<file path="config.mk">
export PLATFORM = sky130hd
export DESIGN_NAME = neural_network_new
export DESIGN_NICKNAME = d
export VERILOG_FILES = /design/src/rtl/nn_pkg.sv /design/src/rtl/fp32_mul_add.sv /design/src/rtl/neural_network_new.sv
export SDC_FILE = /design/constraint.sdc
export NUM_CORES = 1
export LEC_CHECK = 0
export ABC_AREA = 1
export BUFFER_PORTS_ARGS = -buffer_cell sky130_fd_sc_hd__buf_4
export CAP_MARGIN = 30
export CELL_PAD_IN_SITES_DETAIL_PLACEMENT = 1
export CELL_PAD_IN_SITES_GLOBAL_PLACEMENT = 1
export CORE_AREA = 2 2 199 201
export DETAILED_ROUTE_END_ITERATION = 6
export DIE_AREA = 0 0 201 203
export GPL_ROUTABILITY_DRIVEN = 0
export MAX_ROUTING_LAYER = met4
export PLACE_DENSITY = 0.92
export SLEW_MARGIN = 20
export SYNTH_ARGS = -nofsm -noshare
export SYNTH_HDL_FRONTEND = slang
export SYNTH_SLANG_ARGS = --single-unit
</file>
<file path="constraint.sdc">
create_clock -name clk -period 27.9 [get_ports clk]
set_input_delay 8.37 -clock clk [delete_from_list [all_inputs] [get_ports clk]]
set_output_delay 8.37 -clock clk [all_outputs]
set_load 0.05 [all_outputs]
</file>
<file path="src/rtl/nn_pkg.sv">
// nn_pkg: FP32 field layout, special constants, FSM states and sizing helpers shared by the inference engine.
package nn_pkg;
  localparam int FP_EXP_W = 8;
  localparam int FP_MAN_W = 23;
  localparam logic [31:0] FP_QNAN = 32'h7FC00000;
  localparam logic [31:0] FP_ONE = 32'h3F800000;
  typedef enum logic [2:0] {S_LOAD, S_BIAS, S_MAC, S_WRITE, S_OUT} state_t;
  function automatic int aw(input int n);
    return n > 1 ? $clog2(n) : 1;
  endfunction
  function automatic logic fp_zero(input logic [31:0] v);
    return v[30:FP_MAN_W] == '0;
  endfunction
  function automatic logic fp_inf(input logic [31:0] v);
    return &v[30:FP_MAN_W] && v[FP_MAN_W-1:0] == '0;
  endfunction
  function automatic logic fp_nan(input logic [31:0] v);
    return &v[30:FP_MAN_W] && v[FP_MAN_W-1:0] != '0;
  endfunction
endpackage

</file>
<file path="src/rtl/fp32_mul_add.sv">
// fp32_mul_add: y = c + a*b, multiply and add each truncated toward zero, subnormals flushed to +0.
module fp32_mul_add
  import nn_pkg::*;
(
  input  logic [31:0] a,
  input  logic [31:0] b,
  input  logic [31:0] c,
  output logic [31:0] y
);
  logic [47:0] pm;
  logic signed [9:0] pe, se;
  logic [31:0] p, cc, big, sml;
  logic [FP_EXP_W-1:0] d;
  logic [50:0] bm, sm, s, sh;
  logic [5:0] msb;
  logic unused_bits;
  assign unused_bits = ^{pm[22:0], sh[50], sh[26:0], pe[9:8], se[9:8]};
  always_comb begin
    pm = 48'({1'b1, a[22:0]}) * 48'({1'b1, b[22:0]});
    pe = $signed({2'b0, a[30:23]}) + $signed({2'b0, b[30:23]}) - 10'sd127 + (pm[47] ? 10'sd1 : 10'sd0);
    p = (fp_nan(a) || fp_nan(b) || (fp_inf(a) && fp_zero(b)) || (fp_zero(a) && fp_inf(b))) ? FP_QNAN
      : (fp_inf(a) || fp_inf(b)) ? {a[31] ^ b[31], 8'hFF, 23'd0}
      : (fp_zero(a) || fp_zero(b) || pe <= 10'sd0) ? 32'd0
      : pe >= 10'sd255 ? {a[31] ^ b[31], 8'hFF, 23'd0}
      : {a[31] ^ b[31], pe[7:0], pm[47] ? pm[46:24] : pm[45:23]};
    cc = fp_zero(c) ? 32'd0 : c;
    big = cc[30:0] > p[30:0] ? cc : p;
    sml = cc[30:0] > p[30:0] ? p : cc;
    d = big[30:23] - sml[30:23];
    // 26 guard bits keep alignment exact; beyond that the small operand only acts as a sticky bit
    bm = {2'b01, big[22:0], 26'd0};
    sm = d > 8'd26 ? 51'd1 : {2'b01, sml[22:0], 26'd0} >> d;
    s = big[31] == sml[31] ? bm + sm : bm - sm;
    msb = '0;
    for (int i = 0; i < 51; i++) if (s[i]) msb = 6'(i);
    sh = s << (6'd50 - msb);
    se = $signed({2'b0, big[30:23]}) + $signed({4'b0, msb}) - 10'sd49;
    y = (fp_nan(p) || fp_nan(cc) || (fp_inf(p) && fp_inf(cc) && p[31] != cc[31])) ? FP_QNAN
      : fp_inf(p) ? p
      : fp_inf(cc) ? cc
      : fp_zero(p) ? cc
      : fp_zero(cc) ? p
      : (s == '0 || se <= 10'sd0) ? 32'd0
      : se >= 10'sd255 ? {big[31], 8'hFF, 23'd0}
      : {big[31], se[7:0], sh[49:27]};
  end
endmodule

</file>
<file path="src/rtl/neural_network_new.sv">
// neural_network_new: serial FP32 dense-layer inference engine with one shared multiply-add.
module neural_network_new
  import nn_pkg::*;
#(
  parameter int NR_LAYERS = 2,
  parameter int INPUTSIZE = 4,
  parameter int OUTPUTSIZE = 10,
  parameter int MAXWEIGHTS = 4,
  parameter int MAXRESULTS = 10,
  parameter string WEIGHT_FILE = "weights.hex",
  parameter string BIAS_FILE = "biases.hex"
) (
  input  logic clk,
  input  logic rst,
  input  logic [32*INPUTSIZE-1:0] inputdata,
  input  logic [32*NR_LAYERS-1:0] neuron_count,
  output logic [32*OUTPUTSIZE-1:0] result,
  output logic valid
);
  localparam int NW = NR_LAYERS * MAXRESULTS * MAXWEIGHTS;
  localparam int NB = NR_LAYERS * MAXRESULTS;
  localparam int WAW = aw(NW);
  localparam int BAW = aw(NB);
  localparam int RW = aw(MAXRESULTS);
  localparam int LW = aw(NR_LAYERS);
  localparam int CW = aw(MAXRESULTS + MAXWEIGHTS + 1);
  logic [31:0] wrom [NW];
  logic [31:0] brom [NB];
  logic [31:0] lbuf [2][MAXRESULTS];
  logic [CW-1:0] cnt [NR_LAYERS];
  logic [CW-1:0] neuron, k, n_in, prev_cnt;
  logic [LW-1:0] layer;
  logic sel, last_n, last_l;
  logic [31:0] acc, mac, act, src, wgt;
  state_t state, nxt;
  function automatic logic [CW-1:0] sanitize(input logic [31:0] v);
    return v == 32'd0 ? CW'(1) : v > 32'(MAXRESULTS) ? CW'(MAXRESULTS) : CW'(v);
  endfunction
  fp32_mul_add u_mac (.a(src), .b(wgt), .c(acc), .y(mac));
  always_comb begin
    prev_cnt = layer == '0 ? CW'(INPUTSIZE) : cnt[layer - 1'b1];
    n_in = prev_cnt > CW'(MAXWEIGHTS) ? CW'(MAXWEIGHTS) : prev_cnt;
    last_n = neuron == cnt[layer] - 1'b1;
    last_l = layer == LW'(NR_LAYERS - 1);
    src = lbuf[sel][RW'(k)];
    wgt = wrom[WAW'((int'(layer) * MAXRESULTS + int'(neuron)) * MAXWEIGHTS + int'(k))];
`ifdef NN_RELU_EN
    act = (!last_l && acc[31]) ? 32'd0 : acc;
`else
    act = acc;
`endif
    nxt = state == S_LOAD ? S_BIAS
        : state == S_BIAS ? S_MAC
        : state == S_MAC ? (k == n_in - 1'b1 ? S_WRITE : S_MAC)
        : state == S_WRITE ? (last_n && last_l ? S_OUT : S_BIAS)
        : S_LOAD;
  end
  always_ff @(posedge clk or posedge rst)
    if (rst) begin
      state <= S_LOAD;
      layer <= '0;
      neuron <= '0;
      k <= '0;
      sel <= 1'b0;
      acc <= '0;
      result <= '0;
      valid <= 1'b0;
      for (int l = 0; l < NR_LAYERS; l++) cnt[l] <= '0;
      for (int i = 0; i < MAXRESULTS; i++) begin
        lbuf[0][i] <= '0;
        lbuf[1][i] <= '0;
      end
    end else begin
      state <= nxt;
      valid <= state == S_OUT;
      case (state)
        S_LOAD: begin
          for (int i = 0; i < INPUTSIZE; i++) lbuf[0][RW'(i)] <= inputdata[32*i +: 32];
          for (int l = 0; l < NR_LAYERS; l++) cnt[l] <= sanitize(neuron_count[32*l +: 32]);
          layer <= '0;
          neuron <= '0;
          sel <= 1'b0;
        end
        S_BIAS: begin
          acc <= brom[BAW'(int'(layer) * MAXRESULTS + int'(neuron))];
          k <= '0;
        end
        S_MAC: begin
          acc <= mac;
          k <= k + 1'b1;
        end
        S_WRITE: begin
          lbuf[~sel][RW'(neuron)] <= act;
          neuron <= last_n ? '0 : neuron + 1'b1;
          if (last_n && !last_l) begin
            sel <= ~sel;
            layer <= layer + 1'b1;
          end
        end
        S_OUT:
          for (int j = 0; j < OUTPUTSIZE; j++)
            result[32*j +: 32] <= (j < MAXRESULTS && j < int'(cnt[NR_LAYERS-1])) ? lbuf[~sel][RW'(j % MAXRESULTS)] : 32'd0;
        default: ;
      endcase
    end
endmodule

</file>
==> results of run 1 <==
## layout make-up
| class | count | area, um2 | area share (%) |
|---|---|---|---|
| clock buffers | 50 | 980.9 | 5.584 |
| inverters | 137 | 524.3 | 2.984 |
| flip-flops and latches | 295 | 7383 | 42.03 |
| multi-input cells | 1074 | 4987 | 28.39 |
| well taps | 518 | 648.1 | 3.689 |
| clock inverters | 9 | 145.1 | 0.8262 |
| repair buffers | 373 | 2898 | 16.50 |
## stage by stage
step	std cells	util, %	worst slack, ns
after CTS	2453	45.50	18.12
after detailed placement	2394	42.58	17.75
final	2456	45.67	18.16
after global placement	2390	42.38	17.82
after floorplan	1777	-	11.38
after global routing	2456	45.67	18.10
## sequential cells by signal (all words and copies together) (netlist names)
| register | count |
|---|---|
| last_l | 1 |
| valid | 1 |
| cnt | 8 |
| k | 4 |
| result | 132 |
| state | 3 |
| sel | 1 |
| lbuf | 140 |
| neuron | 4 |
| acc | 1 |
## cells in the mapped netlist
cell / number / share of area [%]
nand2_1: 328 / 8.8
dfrtp_1: 295 / 52
nand3_1: 222 / 7.9
buf_4: 189 / 10
o21ai_0: 132 / 4.7
inv_1: 128 / 3.4
nor2_1: 64 / 1.7
clkbuf_1: 49 / 1.3
o21ai_1: 45 / 1.6
a21oi_1: 37 / 1.3
buf_2: 28 / 1.0
o31ai_1: 27 / 1.4
nand4_1: 16 / 0.71
inv_2: 9 / 0.24
a31oi_1: 7 / 0.31
ha_1: 7 / 0.62
and2_1: 6 / 0.27
nor3_1: 5 / 0.18
xnor2_1: 4 / 0.25
xor2_1: 4 / 0.25
buf_6: 3 / 0.24
mux2i_1: 3 / 0.21
buf_1: 2 / 0.053
nor2_2: 2 / 0.089
nor3_4: 2 / 0.23
a21oi_2: 1 / 0.062
a21oi_4: 1 / 0.12
a22o_1: 1 / 0.062
conb_1: 1 / 0.027
nand3_2: 1 / 0.071
nand3_4: 1 / 0.12
nor2_4: 1 / 0.080
nor4_2: 1 / 0.089
## cells in the final DEF (no fill, tap or decap), types with 4 or more instances in the layout
cell,n
buf_12,4
inv_1,127
clkbuf_1,9
a31oi_1,7
nor2_1,64
dfrtp_1,294
conb_1,156
clkbuf_16,34
o21ai_0,131
nor3_1,5
xnor2_1,4
o31ai_1,27
inv_2,8
a21oi_1,36
xor2_1,4
nand2_1,327
nand4_1,16
nand3_1,222
and2_1,6
buf_4,366
o21ai_1,44
ha_1,7
clkbuf_8,7
## cells by family (layout without fill, tap and decap cells)
kind of cell	after synthesis	count (layout)	share of synthesized area, %
AND/OR/NAND/NOR	649	649	20.20
AO/OA/AOI/OAI	251	251	9.608
multiplexers	3	3	0.2135
flip-flops	295	295	52.49
buffers and inverters	408	569	16.34
XOR/XNOR	8	8	0.4981
other	1	156	0.02666
adder cells (fa/ha/maj)	7	7	0.6227
## routing by layer
layer,share of wire (%),track usage (%)
met3,5.0,3.034
met2,52,39.95
met1,40,26.12
met4,3.1,7.513
met5,0,-
## final timing paths
| path | startpoint | endpoint | cells past startpoint |
|---|---|---|---|
| setup / recovery | result[254] | result[254] | 1 |
| hold / removal | lbuf[625] | lbuf[625] | 2 |
| setup reg to reg | state[0] | result[85] | 6 |
| hold reg to reg | lbuf[625] | lbuf[625] | 2 |
| max in group asynchronous | rst | lbuf[611] | 4 |
| min in group asynchronous | rst | lbuf[518] | 2 |
## power groups by stage
stage	Sequential, mW	Combinational, mW	Clock [mW]
floorplan	0.448	0.0793	0
global placement	0.448	0.0885	0
detailed placement	0.449	0.0907	0
CTS	0.442	0.0913	0.458
global route	0.442	0.0980	0.476
finish	0.442	0.0915	0.450
==> results.md, run 1 <==
* Seq pwr share at 44.9%
* Fin area at 17570 um2
* Final Hold Vio Count at 0
* Num rows at 72
* Clock Sinks at 295
* Area Growth Syn to Fin at 24.90%
* Data required, critical path at 19.53 ns
* Max-cap violations at 0
* Buf/Inv on CP at 1
* DP Area at 16380 um2
* Initial antenna violation count at 0
* Worst slew pin tran at 0.9530 ns
* Crit path time final at 9.741 ns
* Antenna-violating nets left at 0
* Syn. warnings at 0
* Fillcell total at 4575
* Starting Density at 36.56%
* Die height at 203 um
* Setup_tns at 0 ns
* Mapped Avg Cell Area at 8.671 um2
* Critical Path Start Type: flip-flop
* IO Pins at 515
* Internal power at 0.7251 mW
* Sequential fraction of the synthesis area at 52.49%
* Synth Cell Area at 14060 um2
* Grt total ovfl at 0
* Largest net degree at the start of global routing at 188
* R2r setup slk at 24.67 ns
* Core Area at 38470 um2
* Via count at 12060
* Post-DR wirelength/cell at 18.61 um
* CTS tree: yes
* Final HPWL DP at 31150 um
* Worst path arrival time at 1.37 ns
* Clock tree root buffer cell: clkbuf_16
* CTS buffer count at 34
* H-Tree Depth at 2
* Worst path cell trace: buf_4
* CTS Buffer Depth at 3
* Fin nets at 2116
* Power consumption at 0.9833 mW
* DR iter-0 viols at 553
* VDD IR-drop max at 0.03092 mV
* First-pass GRT wire length at 71220 um
* Sw Pwr at 0.2582 mW
* Final worst path period share at 34.91%
* Worst hold path class: flip-flop to flip-flop
* Vias in the first global route at 12880
* RSZ-0062 raised after global routing: no
* Critical Path Sink Type: output pin
* Max incr delay on CP at 0.56 ns
* Worst path top cell family by delay: flip-flops
* PortBufs at 358
* F_max at 0.1027 GHz
* Die X at 201 um
* All-Layer GR Usage at 22.44%
* ANT cells at 0
* Worst-Skew Late Latency at 0.53 ns
* Critical path's slowest cell: dfrtp_1
* Vias per cell at 4.909
* Share of cells above drive strength 1 at 23.12%
* Pwr Density at 55.97 nW/um2
* Status: complete, no violations
* Drt pass-1 iters at 5
* Post-CTS setup buffer count at 0
* Die area at 40800 um2
* Clock Power Share at 45.8%
* Post-CTS sizing at 0
* #FFs+latches synth at 295
* Clock slew at reported path FFs at 0.06 ns
* Clock tree skew after final layout at 0.03613 ns
* # DRC at 0
* Combinational Power Share at 9.3%
* Setup CP Type: flip-flop to output pin
* Cts hold-fix bufs at 0
* Final hold slack at 0.4735 ns
* Sw Ratio at 26.26%
* Slew HR at 36.29%
* Worst Path Max Fanout at 10
* Library cells used by synthesis at 33
* Synthesized instance count at 1622
* Count of final max-slew check failures at 0
* Final WL at 45700 um
* Leak at 9.001 nW
* Setup Viol. Count Final at 0
Note: power is estimated with default switching activity, not from simulation.
==> run 2, diff against run 1 <==
--- a/config.mk
+++ b/config.mk
@@ -10,12 +10,11 @@
 export CAP_MARGIN = 30
 export CELL_PAD_IN_SITES_DETAIL_PLACEMENT = 1
 export CELL_PAD_IN_SITES_GLOBAL_PLACEMENT = 1
-export CORE_AREA = 2 2 199 201
+export CORE_UTILIZATION = 33
 export DETAILED_ROUTE_END_ITERATION = 6
-export DIE_AREA = 0 0 201 203
 export GPL_ROUTABILITY_DRIVEN = 0
 export MAX_ROUTING_LAYER = met4
-export PLACE_DENSITY = 0.92
+export PLACE_DENSITY = 0.88
 export SLEW_MARGIN = 20
 export SYNTH_ARGS = -nofsm -noshare
 export SYNTH_HDL_FRONTEND = slang
==> constraint.sdc (replaced) <==
create_clock -name clk -period 8.15 [get_ports clk]
set_input_delay 2.445 -clock clk [delete_from_list [all_inputs] [get_ports clk]]
set_output_delay 2.445 -clock clk [all_outputs]
set_load 0.05 [all_outputs]
==> run 2 against run 1 <==
  * Clock power rose to 3.4 times the previous value
  * Final cell count up 0.94%
  * Global-route usage down 1.3 points
  * Sequential share of layout area about the same
  * Clock skew down 0.0039 ns
  * Hold slack worse by 0.00097 ns
  * First-iteration DRC count up 53%
  * Total power rose to 3.4 times the previous value
  * Largest cell class unchanged
==> results.md, run 2 (synthesis gave the netlist of run 1 again) <==
* Drt pass-1 iters at 5 (unchanged)
* Fillcell total at 5020 (+9.7%)
* Post-DR wirelength/cell at 18.08 um (-2.9%)
* Worst path cell trace: buf_4
* # DRC at 0 (unchanged)
* Cts hold-fix bufs at 0 (unchanged)
* CTS Buffer Depth at 3 (unchanged)
* Slew HR at 35.85% (-0.44 points)
* Data required, critical path at 5.71 ns (-13.82 ns)
* Commonest non-fill, non-tap cell in the layout: buf_4
* Grt total ovfl at 0 (unchanged)
* Setup_tns at 0 ns (unchanged)
* ANT cells at 0 (unchanged)
* Area Growth Syn to Fin at 24.94% (about the same)
* Die X at 208.4 um (+3.7%)
* Max incr delay on CP at 0.57 ns (about the same)
* All-Layer GR Usage at 21.10% (-1.3 points)
* Worst path top cell family by delay: flip-flops
* Pwr Density at 191.0 nW/um2 (+240%)
* Vias in the first global route at 12710 (-1.3%)
* Worst Path Max Fanout at 10 (unchanged)
* Stages on worst setup path at 1 (unchanged)
* Crit path time final at 3.847 ns
* Die area at 43450 um2 (+6.5%)
* Clock Sinks at 295 (unchanged)
* R2R depth at 6 (unchanged)
* Leak at 9.000 nW (about the same)
* Largest net degree at the start of global routing at 163 (-13%)
* FF+latch area at 7383 um2 (unchanged)
* Core Area at 41950 um2 (+9.0%)
* CP endpoint: result[247]
* Power consumption at 3.356 mW (+240%)
* Starting Density at 33.53% (-3.0 points)
* Number of flip-flops in the largest register at 140 (unchanged)
* First-pass GRT wire length at 70790 um (-0.60%)
* Buf/Inv on CP at 1 (unchanged)
* Antenna-violating nets left at 0 (unchanged)
* Reg with most FFs: lbuf
* IO Pins at 515 (unchanged)
* Initial antenna violation count at 1 (+1)
* Post-CTS setup buffer count at 0 (unchanged)
* VDD IR-drop max at 0.1526 mV (+390%)
* Critical Path Sink Type: output pin
* Count of final max-slew check failures at 0 (unchanged)
* Num rows at 75 (+4.2%)
* Worst hold path class: flip-flop to flip-flop
* Commonest cells after routing, fill and taps aside: buf_4, nand2_1, dfrtp_1
* Final WL at 44810 um (-1.9%)
* Clock tree root buffer cell: clkbuf_16
* Final hold slack at 0.4725 ns (-0.0009730 ns)
* H-Tree Depth at 2 (unchanged)
* Area occupied by multi-input gates at 4987 um2 (unchanged)
* FF-to-FF Start: state[0]
* CTS buffer count at 35 (+2.9%)
* Fin nets at 2118 (+0.095%)
* Setup CP Type: flip-flop to output pin
* Via count at 12020 (-0.32%)
* Clock tree skew after final layout at 0.03221 ns (-0.003925 ns)
* PortBufs at 358 (unchanged)
* Final Hold Vio Count at 0 (unchanged)
* RSZ-0062 raised after global routing: no
* Vias per cell at 4.848 (-1.2%)
* Worst r2r dst: lbuf[515]
* Clock slew at reported path FFs at 0.06 ns (about the same)
* Critical Path Start Type: flip-flop
* F_max at 0.2599 GHz
* R2r setup slk at 4.47 ns (-20.20 ns)
* Status: complete, no violations
* Setup WS pre-CTS at 4.353 ns (-13.39 ns)
* Final worst path period share at 47.20%
* Top Registers: lbuf: 140 flops, result: 132 flops, cnt: 8 flops
* Setup Viol. Count Final at 0 (unchanged)
* Worst-Skew Late Latency at 0.55 ns (+0.02 ns)
* Worst slew pin tran at 0.9622 ns (+0.009252 ns)
* Worst Setup SP: result[254]
* Final HPWL DP at 31000 um (-0.49%)
* Die height at 208.4 um (+2.7%)
* Critical path's slowest cell: dfrtp_1
* Worst path arrival time at 1.40 ns (+0.03 ns)
* DR iter-0 viols at 845 (+53%)
* Max-cap violations at 0 (unchanged)
* Share of cells above drive strength 1 at 23.30% (+0.18 points)
* Final worst setup slack at 4.303 ns (-13.86 ns)
* CTS tree: yes
* Post-CTS sizing at 0 (unchanged)
[run 2: cell type report]
type | instances | area share, %
Sequential cell | 295 | 42.01
Multi-Input combinational cell | 1074 | 28.38
Timing Repair Buffer | 374 | 16.38
Clock buffer | 50 | 5.760
Tap cell | 539 | 3.838
Inverter | 137 | 2.962
Clock inverter | 10 | 0.6693
[run 2: stage by stage]
step,cells,utilization (%),cell area (um2)
2_1_floorplan,1777,-,14650
3_3_place_gp,2414,38.97,16350
3_5_place_dp,2417,39.12,16410
4_1_cts,2477,41.82,17540
5_1_grt,2479,41.89,17570
6_report,2479,41.89,17570
[run 2: worst min path at each step]
stage / start / slack [ns] / end / cells after the start
2_1_floorplan: lbuf[608] / 0.44 / lbuf[608] / 2
3_3_place_gp: lbuf[629] / 0.45 / lbuf[629] / 2
3_5_place_dp: lbuf[622] / 0.46 / lbuf[622] / 2
4_1_cts: lbuf[622] / 0.47 / lbuf[622] / 2
5_1_grt: lbuf[626] / 0.49 / lbuf[626] / 2
6_report: lbuf[622] / 0.47 / lbuf[622] / 2
[run 2: layer usage]
metal / wire [um] / global-route usage, % / share of wire, %
met5: 0 / - / 0
met4: 1533 / 8.301 / 3.4
met3: 2477 / 3.426 / 5.5
met2: 22670 / 35.65 / 51
met1: 18130 / 25.11 / 40
[run 2: report_power, final]
group	switching [mW]	leakage, nW	internal [mW]	total [mW]
registers	0.0145	3.74	1.50	1.51
logic	0.232	4.70	0.0788	0.311
clock network	0.632	0.554	0.902	1.53
==> run 3, diff against run 2 <==
==> constraint.sdc (replaced) <==
create_clock -name clk -period 3.1 [get_ports clk]
set_input_delay 0.93 -clock clk [delete_from_list [all_inputs] [get_ports clk]]
set_output_delay 0.93 -clock clk [all_outputs]
set_load 0.05 [all_outputs]
==> run 3 against run 2 <==
  * Register-to-register slack lost 3.8 ns
  * Final cell count grew 0.48%
  * Combinational power grew to 2.7 times the previous value
  * Die area is the same
  * Total power grew to 2.7 times the previous value
==> results.md, run 3 (synthesis gave the netlist of run 1 again) <==
* Status: complete, no violations
* Crit path time final at 2.440 ns
* Worst-Skew Late Latency at 0.54 ns (about the same)
* Max incr delay on CP at 0.62 ns (+0.05 ns)
* Core Area at 41950 um2 (unchanged)
* Max-cap violations at 0 (unchanged)
* Commonest cells after routing, fill and taps aside: buf_4, nand2_1, dfrtp_1
* Post-CTS setup buffer count at 0 (unchanged)
* Placed insts at 2426 (+0.37%)
* Busiest grt layer: met2
* CTS buffer count at 35 (unchanged)
* Largest net degree at the start of global routing at 117 (-28%)
* Setup_tns at 0 ns (unchanged)
* # DRC at 0 (unchanged)
* Reg with most FFs: lbuf
* Final HPWL DP at 31100 um (+0.32%)
* Worst path arrival time at 2.91 ns (+1.51 ns)
* Num rows at 75 (unchanged)
* Setup WS pre-CTS at 0.7579 ns (-3.595 ns)
* H-Tree Depth at 2 (unchanged)
* Met2 GRT Util at 35.91% (+0.27 points)
* Vias per cell at 4.827 (-0.43%)
* Setup CP Type: flip-flop to flip-flop
* Data required, critical path at 3.57 ns (-2.14 ns)
* Leak at 9.056 nW (+0.62%)
* Commonest non-fill, non-tap cell in the layout: buf_4
* Number of flip-flops in the largest register at 140 (unchanged)
* All-Layer GR Usage at 21.02% (-0.086 points)
* First-pass GRT wire length at 70650 um (-0.20%)
* Critical Path Sink Type: flip-flop
* Critical path's slowest cell: dfrtp_1
* Most frequent CP cell: nand2_1
* Final hold slack at 0.4037 ns (-0.06883 ns)
* Area Growth Syn to Fin at 25.67%
* Final Hold Vio Count at 0 (unchanged)
* Setup Viol. Count Final at 0 (unchanged)
* Critical Path Start Type: flip-flop
* Clock tree skew after final layout at 0.02147 ns (-0.01073 ns)
* Clock slew at reported path FFs at 0.06 ns (about the same)
* Fin nets at 2125 (+0.33%)
* DR iter-0 viols at 688 (-19%)
* Met1 Resource Use GR at 25.04% (-0.066 points)
* Fillcell total at 4934 (-1.7%)
* FF+latch area at 7383 um2 (unchanged)
* Antenna-violating nets left at 0 (unchanged)
* Die height at 208.4 um (unchanged)
* Grt met3 use at 3.547% (+0.12 points)
* Final worst setup slack at 0.6600 ns (-3.643 ns)
* Starting Density at 33.53% (unchanged)
* Worst Path Max Fanout at 14 (+4)
* Count of final max-slew check failures at 0 (unchanged)
* Cts hold-fix bufs at 0 (unchanged)
* Die area at 43450 um2 (unchanged)
* Vias in the first global route at 12800 (+0.73%)
* Share of cells above drive strength 1 at 23.73% (+0.43 points)
* Initial antenna violation count at 0 (-1)
* Final worst path period share at 78.71%
* Drt pass-1 iters at 5 (unchanged)
* CTS tree: yes
* Pwr Density at 509.4 nW/um2 (+170%)
* Clock Sinks at 295 (unchanged)
* Final WL at 44640 um (-0.39%)
* Worst hold path class: input pin to asynchronous set/reset pin
* VDD IR-drop max at 0.3226 mV (+110%)
* Top Registers: lbuf: 140 flops, result: 132 flops, cnt: 8 flops
* Worst slew pin tran at 0.8915 ns (-0.07076 ns)
* Grt total ovfl at 0 (unchanged)
* Slew HR at 40.40% (+4.6 points)
* Layout Cells excl Fill at 2491 (+0.48%)
* Die X at 208.4 um (unchanged)
* CTS Buffer Depth at 3 (unchanged)
* Area occupied by multi-input gates at 4987 um2 (unchanged)
* Worst path cell trace: inv_1 > nand2_1 > nand2_1 > inv_1 > ha_1 > nand2_1 > inv_1 > nor2_1 > nand2_1 > nand2_1 > nor2_1 > nand3_1 > nand2_1 > nand2_1 > nand2_1
* Post-DR wirelength/cell at 17.92 um (-0.87%)
* Via count at 12020 (+0.050%)
* Post-CTS sizing at 0 (unchanged)
* RSZ-0062 raised after global routing: no
* IO Pins at 515 (unchanged)
* F_max at 0.4098 GHz
* Clock tree root buffer cell: clkbuf_16
* PortBufs at 358 (unchanged)
-- run 3: final cells by class --
cell class,count,area share [%]
Timing Repair Buffer,381,16.58
Antenna cell,1,0.01416
Clock buffer,53,5.961
Sequential cell,295,41.77
Tap cell,539,3.816
Multi-Input combinational cell,1074,28.22
Clock inverter,11,0.6938
Inverter,137,2.945
-- run 3: where the power goes --
part / internal, mW / switching, mW / leakage [nW] / total [mW]
registers: 3.94 / 0.0376 / 3.74 / 3.97
logic: 0.211 / 0.616 / 4.73 / 0.827
clock network: 2.53 / 1.68 / 0.580 / 4.20
-- run 3: layer usage --
metal / up-vias / wire length, um
met2: 384 / 22570
li1: 5533 / -
met1: 6029 / 18510
met4: 0 / 1315
met5: - / 0
met3: 77 / 2238
-- run 3: worst paths after layout --
path	start	to	slack (ns)	cells after the start
worst min register to register	lbuf[610]	lbuf[610]	0.47	2
min in group clk	lbuf[610]	lbuf[610]	0.47	2
worst min-delay path	rst	result[90]	0.40	2
worst max-delay path	last_l	sel	0.66	15
max in group asynchronous	rst	result[83]	1.86	3
worst max register to register	last_l	sel	0.66	15
-- run 3: stage by stage --
step                      instance area (um2)  power (mW)  util [%]
after floorplan                         14650       4.747         -
after global placement                  16470       4.845     39.26
after detailed placement                16500       4.868     39.33
after CTS                               17670       9.105     42.13
after global routing                    17670       9.312     42.13
final                                   17670       9.003     42.14
-- run 3: critical path: cells and delay by family, from the launching register on --
family	cells	cell delay (ns)
DFF	1	0.62
adders and majority gates	1	0.22
and+or+nand+nor	11	1.16
buffers and inverters	3	0.39
